$ cat config.mk
export PLATFORM = sky130hd
export DESIGN_NAME = mult_div_unit_flat
export DESIGN_NICKNAME = d
export VERILOG_FILES = /design/src/rtl/mult_div_unit_if.sv /design/src/rtl/mult_div_unit.sv /design/src/flat_wrapper.sv
export SDC_FILE = /design/constraint.sdc
export NUM_CORES = 1
export LEC_CHECK = 0
export CORE_MARGIN = 2
export CORE_UTILIZATION = 35
export DETAILED_ROUTE_END_ITERATION = 16
export GPL_ROUTABILITY_DRIVEN = 0
export MAX_ROUTING_LAYER = met4
export PLACE_DENSITY = 0.64
export SKIP_CTS_REPAIR_TIMING = 1
export SLEW_MARGIN = 0
export SYNTH_ARGS = -nofsm -noshare
export SYNTH_HDL_FRONTEND = slang
export SYNTH_SLANG_ARGS = --single-unit
$ cat constraint.sdc
create_clock -name clk -period 7.4 [get_ports clk]
set_input_delay 0.74 -clock clk [delete_from_list [all_inputs] [get_ports clk]]
set_output_delay 0.74 -clock clk [all_outputs]
set_load 0.03 [all_outputs]
$ cat src/rtl/mult_div_unit_if.sv
// rtl/mult_div_unit_if.sv - EX-stage multiply/divide unit operand, control and HI/LO bundle
// The pipeline side drives the master modport; mult_div_unit takes the slave modport.
interface mult_div_unit_if #(
  parameter int WIDTH = 32
);
  logic             start;
  logic [2:0]       op;
  logic [WIDTH-1:0] A;
  logic [WIDTH-1:0] B;
  logic             flush;
  logic             hilo_read;
  logic [WIDTH-1:0] hi;
  logic [WIDTH-1:0] lo;
  logic             busy;
  logic             done;
  logic             stall;

  modport master (
    output start, op, A, B, flush, hilo_read,
    input  hi, lo, busy, done, stall
  );

  modport slave (
    input  start, op, A, B, flush, hilo_read,
    output hi, lo, busy, done, stall
  );
endinterface

$ cat src/rtl/mult_div_unit.sv
// rtl/mult_div_unit.sv - iterative MULT/MULTU/DIV/DIVU unit owning the HI/LO registers
// One product/quotient bit per cycle on magnitudes, sign fix-up in a final cycle.
module mult_div_unit #(
  parameter int WIDTH = 32
) (
  input logic           clk,
  input logic           rst,
  mult_div_unit_if.slave bus
);

  localparam int CW = $clog2(WIDTH);

  typedef enum logic [1:0] {IDLE, RUN, FIX} state_t;

  state_t             state_q, state_d;
  logic [CW-1:0]      count_q, count_d;
  logic [2*WIDTH-1:0] acc_q, acc_d;
  logic [WIDTH-1:0]   opnd_q, opnd_d;
  logic               sa_q, sa_d;
  logic               sb_q, sb_d;
  logic               div_q, div_d;
  logic [WIDTH-1:0]   hi_q, hi_d;
  logic [WIDTH-1:0]   lo_q, lo_d;
  logic               done_q, done_d;

  logic               signed_op;
  logic               neg_a, neg_b;
  logic [WIDTH-1:0]   abs_a, abs_b;
  logic [WIDTH:0]     mul_sum;
  logic [WIDTH:0]     div_shift;
  logic [WIDTH:0]     div_diff;
  logic [2*WIDTH-1:0] prod_fix;
  logic [WIDTH-1:0]   quo_fix;
  logic [WIDTH-1:0]   rem_fix;

  // Operand magnitudes; op[0]==0 selects the signed variants (MULT, DIV).
  assign signed_op = ~bus.op[0];
  assign neg_a     = signed_op & bus.A[WIDTH-1];
  assign neg_b     = signed_op & bus.B[WIDTH-1];
  assign abs_a     = neg_a ? (~bus.A + 1'b1) : bus.A;
  assign abs_b     = neg_b ? (~bus.B + 1'b1) : bus.B;

  // Multiply: acc = {partial, multiplier}; add multiplicand on LSB, then shift right.
  assign mul_sum   = {1'b0, acc_q[2*WIDTH-1:WIDTH]} + (acc_q[0] ? {1'b0, opnd_q} : {(WIDTH+1){1'b0}});

  // Divide: acc = {remainder, dividend/quotient}; shift left one bit and trial-subtract.
  assign div_shift = acc_q[2*WIDTH-1:WIDTH-1];
  assign div_diff  = div_shift - {1'b0, opnd_q};

  assign prod_fix  = (sa_q ^ sb_q) ? (~acc_q + 1'b1) : acc_q;
  assign quo_fix   = (sa_q ^ sb_q) ? (~acc_q[WIDTH-1:0] + 1'b1) : acc_q[WIDTH-1:0];
  assign rem_fix   = sa_q ? (~acc_q[2*WIDTH-1:WIDTH] + 1'b1) : acc_q[2*WIDTH-1:WIDTH];

  always_comb begin
    state_d = state_q;
    count_d = count_q;
    acc_d   = acc_q;
    opnd_d  = opnd_q;
    sa_d    = sa_q;
    sb_d    = sb_q;
    div_d   = div_q;
    hi_d    = hi_q;
    lo_d    = lo_q;
    done_d  = 1'b0;

    unique case (state_q)
      IDLE: begin
        if (bus.start && !bus.flush) begin
          if (!bus.op[2]) begin
            div_d   = bus.op[1];
            sa_d    = neg_a;
            sb_d    = neg_b;
            opnd_d  = bus.op[1] ? abs_b : abs_a;
            acc_d   = bus.op[1] ? {{WIDTH{1'b0}}, abs_a} : {{WIDTH{1'b0}}, abs_b};
            count_d = CW'(WIDTH - 1);
            state_d = RUN;
          end else if (bus.op == 3'd4) begin
            hi_d = bus.A;
          end else if (bus.op == 3'd5) begin
            lo_d = bus.A;
          end
        end
      end

      RUN: begin
        if (bus.flush) begin
          state_d = IDLE;
        end else begin
          if (div_q) begin
            acc_d = div_diff[WIDTH] ? {div_shift[WIDTH-1:0], acc_q[WIDTH-2:0], 1'b0}
                                    : {div_diff[WIDTH-1:0], acc_q[WIDTH-2:0], 1'b1};
          end else begin
            acc_d = {mul_sum, acc_q[WIDTH-1:1]};
          end
          if (count_q == '0) begin
            state_d = FIX;
          end else begin
            count_d = count_q - 1'b1;
          end
        end
      end

      FIX: begin
        state_d = IDLE;
        if (!bus.flush) begin
          done_d = 1'b1;
          if (div_q) begin
            // Divide by zero leaves remainder = |A|, so rem_fix restores the original A.
            hi_d = rem_fix;
            lo_d = (opnd_q == '0) ? {WIDTH{1'b1}} : quo_fix;
          end else begin
            hi_d = prod_fix[2*WIDTH-1:WIDTH];
            lo_d = prod_fix[WIDTH-1:0];
          end
        end
      end

      default: state_d = IDLE;
    endcase
  end

  always_ff @(posedge clk or posedge rst) begin
    if (rst) begin
      state_q <= IDLE;
      count_q <= '0;
      acc_q   <= '0;
      opnd_q  <= '0;
      sa_q    <= 1'b0;
      sb_q    <= 1'b0;
      div_q   <= 1'b0;
      hi_q    <= '0;
      lo_q    <= '0;
      done_q  <= 1'b0;
    end else begin
      state_q <= state_d;
      count_q <= count_d;
      acc_q   <= acc_d;
      opnd_q  <= opnd_d;
      sa_q    <= sa_d;
      sb_q    <= sb_d;
      div_q   <= div_d;
      hi_q    <= hi_d;
      lo_q    <= lo_d;
      done_q  <= done_d;
    end
  end

  assign bus.hi    = hi_q;
  assign bus.lo    = lo_q;
  assign bus.busy  = (state_q != IDLE);
  assign bus.done  = done_q;
  assign bus.stall = bus.busy & (bus.start | bus.hilo_read);

endmodule

$ cat src/flat_wrapper.sv
// flat-port wrapper written by rule: the top's interface ports become plain ports
module mult_div_unit_flat 
#(
  parameter int WIDTH = 32
)
  (clk, rst, bus_start, bus_op, bus_A, bus_B, bus_flush, bus_hilo_read, bus_hi, bus_lo, bus_busy, bus_done, bus_stall);
  mult_div_unit_if #(.WIDTH(WIDTH)) bus_i ();
  input logic clk;
  input logic rst;
  input wire logic [$bits(bus_i.start)-1:0] bus_start;
  input wire logic [$bits(bus_i.op)-1:0] bus_op;
  input wire logic [$bits(bus_i.A)-1:0] bus_A;
  input wire logic [$bits(bus_i.B)-1:0] bus_B;
  input wire logic [$bits(bus_i.flush)-1:0] bus_flush;
  input wire logic [$bits(bus_i.hilo_read)-1:0] bus_hilo_read;
  output wire logic [$bits(bus_i.hi)-1:0] bus_hi;
  output wire logic [$bits(bus_i.lo)-1:0] bus_lo;
  output wire logic [$bits(bus_i.busy)-1:0] bus_busy;
  output wire logic [$bits(bus_i.done)-1:0] bus_done;
  output wire logic [$bits(bus_i.stall)-1:0] bus_stall;
  assign bus_i.start = bus_start;
  assign bus_i.op = bus_op;
  assign bus_i.A = bus_A;
  assign bus_i.B = bus_B;
  assign bus_i.flush = bus_flush;
  assign bus_i.hilo_read = bus_hilo_read;
  assign bus_hi = bus_i.hi;
  assign bus_lo = bus_i.lo;
  assign bus_busy = bus_i.busy;
  assign bus_done = bus_i.done;
  assign bus_stall = bus_i.stall;
  mult_div_unit #(.WIDTH(WIDTH)) u_core (.clk(clk), .rst(rst), .bus(bus_i));
endmodule
==> reports/qor.tcl <==
set qor(syn_nets) 2125
set qor(synth.cell_area_sq_um) 15200
set qor(dp_hpwl_mm) 43.7
set qor(grt_first_pass_wirelength_mm) 85.7
set qor(setup_violations) 0
set qor(synth.distinct_cells) 83
set qor(core_sq_um) 43000
set qor(place_area_sq_um) 17000
set qor(highest_layer) {met4}
set qor(cellLeakagePower_nw) 7.37
set qor(worstPathMaxFanout) 31
set qor(worstPathRequired_ns) 7.70
set qor(synth_enable_flop_cells) 0
set qor(final_area_sq_um) 17500
set qor(final.hold.worst_slack_ns) 0.480
set qor(num_rows) 76
set qor(wl_met2_mm) 24.1
set qor(antenna_found_initial) 0
set qor(final.setup.tns_ns) 0
set qor(power_density_nw_per_um2) 382
set qor(setup_repair_after_global_routing_missed_its_margin) {no}
set qor(routed_wire_length_per_instance_um) 21.6
set qor(pin_count) 139
set qor(yosys_warnings) 0
set qor(relSlewSlack_pct) 13.6
set qor(cts.htree.levels) 4
set qor(start_util_pct) 35.4
set qor(clock_tree_from_tritoncts) {built}
set qor(share_clk_of_total_power_pct) 13.6
set qor(routedLengthMet1_mm) 24.2
set qor(grt_start_max_net_pins) 100
set qor(gr-usage-all-layers_pct) 25.5
set qor(dominantRegCellSynth) {sky130_fd_sc_hd__dfrtp_1}
set qor(die_h_um) 212
set qor(grt_pass1_vias) 14400
set qor(final_cells) 2630
set qor(via_per_inst) 6.00
set qor(core_util_final_pct) 40.8
set qor(synthesis.instances) 1981
set qor(crit_path_end_kind) {register}
set qor(worst_slew_pin_slew_ns) 1.28
set qor(num-nets-final) 2176
set qor(ir_worst_vdd_mv) 0.226
set qor(drv_slew) 0
set qor(sw_share_pct) 50.7
set qor(power.sequential.fraction_pct) 25.9
set qor(tritoncts_num_sinks) 171
set qor(final_period_minus_worst_setup_slack_ns) 4.18
set qor(ctsLongestPathBuffers) 2
set qor(grt.overflow.total) 0
set qor(post-place-cells) 2598
set qor(worst_clock_skew_ns) 0.0143
set qor(syn_avg_cell_area_sq_um) 7.67
set qor(drt_iter0_markers) 1914
set qor(cts_root_buf) {sky130_fd_sc_hd__clkbuf_16}
set qor(crit_path_start_kind) {register}
set qor(drive_above_1_share_pct) 4.16
set qor(sequential_element_share_of_the_synthesized_area_pct) 28.2
set qor(drc) 0
set qor(worstSkewPairLatency_ns) 0.46
set qor(classification_of_the_worst_setup_path) {reg -> reg}
set qor(comb_power_share_pct) 60.5
set qor(count_of_buffers_inserted_at_the_top_level_ports) 138
set qor(numCtsBuffers) 17
set qor(final_hold_viol_count) 0
set qor(dr.pass1.iters) 6
set qor(status) {complete, no violations}
set qor(antenna_violating_nets_post_route) 0
set qor(async_reset_ff_share_pct) 100
set qor(power.internal_w) 0.00330
set qor(maxCapViolCount) 0
set qor(insertedDiodeCount) 0
set qor(critical_path_at_ns) 4.48
set qor(wl_met3_mm) 6.55
set qor(area_delta_synth_final_pct) 15.4
set qor(worstHoldPathType) {reg -> reg}
set qor(die_footprint_sq_um) 45100
set qor(num_vias) 15800
set qor(p_switching_w) 0.00339
set qor(die_w_um) 212
set qor(ys_seq_elements) 171
set qor(timing.fmax_mhz) 239
set qor(wirelength_mm) 56.9
set qor(post-route-period-util_pct) 56.4
set qor(worst_setup_hold_path_clk_slew_ns) 0.07
## routing by layer
metal  track usage (%)  up-vias
li1                  -     7261
met5                 -        -
met3              5.73      108
met2              36.2      870
met1              35.2     7539
met4              9.52        0
## layout by cell type, fill, tap and decap left out, types with 9 or more instances in the layout
cell and count:
sky130_fd_sc_hd__nand2b_1 20, sky130_fd_sc_hd__a31oi_1 34, sky130_fd_sc_hd__a22oi_1 22, sky130_fd_sc_hd__mux2i_1 62, sky130_fd_sc_hd__nand4_1 15, sky130_fd_sc_hd__or4_1 14, sky130_fd_sc_hd__o31ai_1 30, sky130_fd_sc_hd__nor4_1 28
sky130_fd_sc_hd__dfrtp_1 170, sky130_fd_sc_hd__o41ai_1 14, sky130_fd_sc_hd__buf_4 19, sky130_fd_sc_hd__o22ai_1 33, sky130_fd_sc_hd__xnor2_1 98, sky130_fd_sc_hd__clkdlybuf4s50_1 137, sky130_fd_sc_hd__xor2_1 69, sky130_fd_sc_hd__o211ai_1 17
sky130_fd_sc_hd__ha_1 70, sky130_fd_sc_hd__nand2_1 193, sky130_fd_sc_hd__nand3_1 30, sky130_fd_sc_hd__o21ai_0 186, sky130_fd_sc_hd__a21oi_1 194, sky130_fd_sc_hd__a21o_1 27, sky130_fd_sc_hd__o221ai_1 9, sky130_fd_sc_hd__or3_1 17
sky130_fd_sc_hd__and3_1 23, sky130_fd_sc_hd__a211oi_1 11, sky130_fd_sc_hd__nor2_1 209, sky130_fd_sc_hd__o21bai_1 9, sky130_fd_sc_hd__clkbuf_16 17, sky130_fd_sc_hd__inv_1 76, sky130_fd_sc_hd__nor2b_1 17, sky130_fd_sc_hd__o21a_1 11
sky130_fd_sc_hd__nor3_1 44
## area by class of cell
type,count,area [sq um]
clock inverter,14,135
clock buffer,18,429
timing repair buffer,157,1520
fill,4370,25400
inverter,79,302
tap,585,732
sequential,171,4280
multi-input combinational,1606,10100
## power groups by stage
stage / Clock (W) / Combinational (W) / Sequential (W)
2_1_floorplan: 0 / 0.00277 / 0.00171
3_3_place_gp: 0 / 0.00390 / 0.00171
3_5_place_dp: 0 / 0.00396 / 0.00172
4_1_cts: 0.000918 / 0.00398 / 0.00171
5_1_grt: 0.000959 / 0.00440 / 0.00176
6_report: 0.000914 / 0.00405 / 0.00173
## worst paths after layout
check | start | depth (start not counted) | slack (ns) | to
worst max register to register | u_core.acc_q[0] | 13 | 3.22 | u_core.acc_q[62]
worst min register to register | u_core.bus.lo[2] | 2 | 0.48 | u_core.bus.lo[2]
worst max-delay path | u_core.acc_q[0] | 13 | 3.22 | u_core.acc_q[62]
max in group asynchronous | rst | 3 | 5.40 | u_core.div_q
min in group asynchronous | rst | 2 | 0.74 | u_core.bus.lo[8]
worst min-delay path | u_core.bus.lo[2] | 2 | 0.48 | u_core.bus.lo[2]
## registers in the layout (all words and copies together), names as in the netlist
| signal | cells |
|---|---|
| u_core.div_q | 1 |
| u_core.bus.lo | 32 |
| u_core.acc_q | 64 |
| u_core.count_q | 5 |
| u_core.sa_q | 1 |
| u_core.opnd_q | 32 |
| u_core.state_q | 2 |
| u_core.bus.done | 1 |
| u_core.bus.hi | 32 |
| u_core.sb_q | 1 |
## stage by stage
step	setup slack [ns]	total power, W
detailed placement	3.23	0.00568
global placement	3.28	0.00562
finish	3.22	0.00670
floorplan	2.03	0.00449
CTS	3.29	0.00660
global route	2.95	0.00712
## critical path, cell delays in order, from the launching register on
cell and delay, ns:
sky130_fd_sc_hd__dfrtp_1 0.45, sky130_fd_sc_hd__inv_1 0.79, sky130_fd_sc_hd__nor2_1 0.11, sky130_fd_sc_hd__ha_1 0.37
sky130_fd_sc_hd__a21oi_1 0.28, sky130_fd_sc_hd__a2bb2oi_1 0.21, sky130_fd_sc_hd__o31ai_1 0.09, sky130_fd_sc_hd__buf_4 0.18
sky130_fd_sc_hd__a21oi_1 0.37, sky130_fd_sc_hd__o21ai_0 0.30, sky130_fd_sc_hd__a22o_1 0.31, sky130_fd_sc_hd__a31oi_1 0.21
sky130_fd_sc_hd__mux2i_1 0.23, sky130_fd_sc_hd__nand3_1 0.11
## Yosys cell counts (44+ instances only)
cell	instances	area share, %
sky130_fd_sc_hd__xor2_1	69	4.0
sky130_fd_sc_hd__o21ai_0	186	6.1
sky130_fd_sc_hd__clkbuf_1	102	2.5
sky130_fd_sc_hd__ha_1	70	5.8
sky130_fd_sc_hd__a21oi_1	194	6.4
sky130_fd_sc_hd__dfrtp_1	171	28
sky130_fd_sc_hd__mux2i_1	62	4.1
sky130_fd_sc_hd__inv_1	77	1.9
sky130_fd_sc_hd__nand2_1	193	4.8
sky130_fd_sc_hd__nor3_1	44	1.4
sky130_fd_sc_hd__nor2_1	211	5.2
sky130_fd_sc_hd__xnor2_1	98	5.6
## cell families after synthesis
group / synth area share, %
buf+inv: 5.29
xor+xnor: 9.62
flops: 28.2
simple gates: 20.0
compound gates: 26.6
fa+ha+maj: 6.03
mux: 4.23
Power figures use the tool's default switching activity.
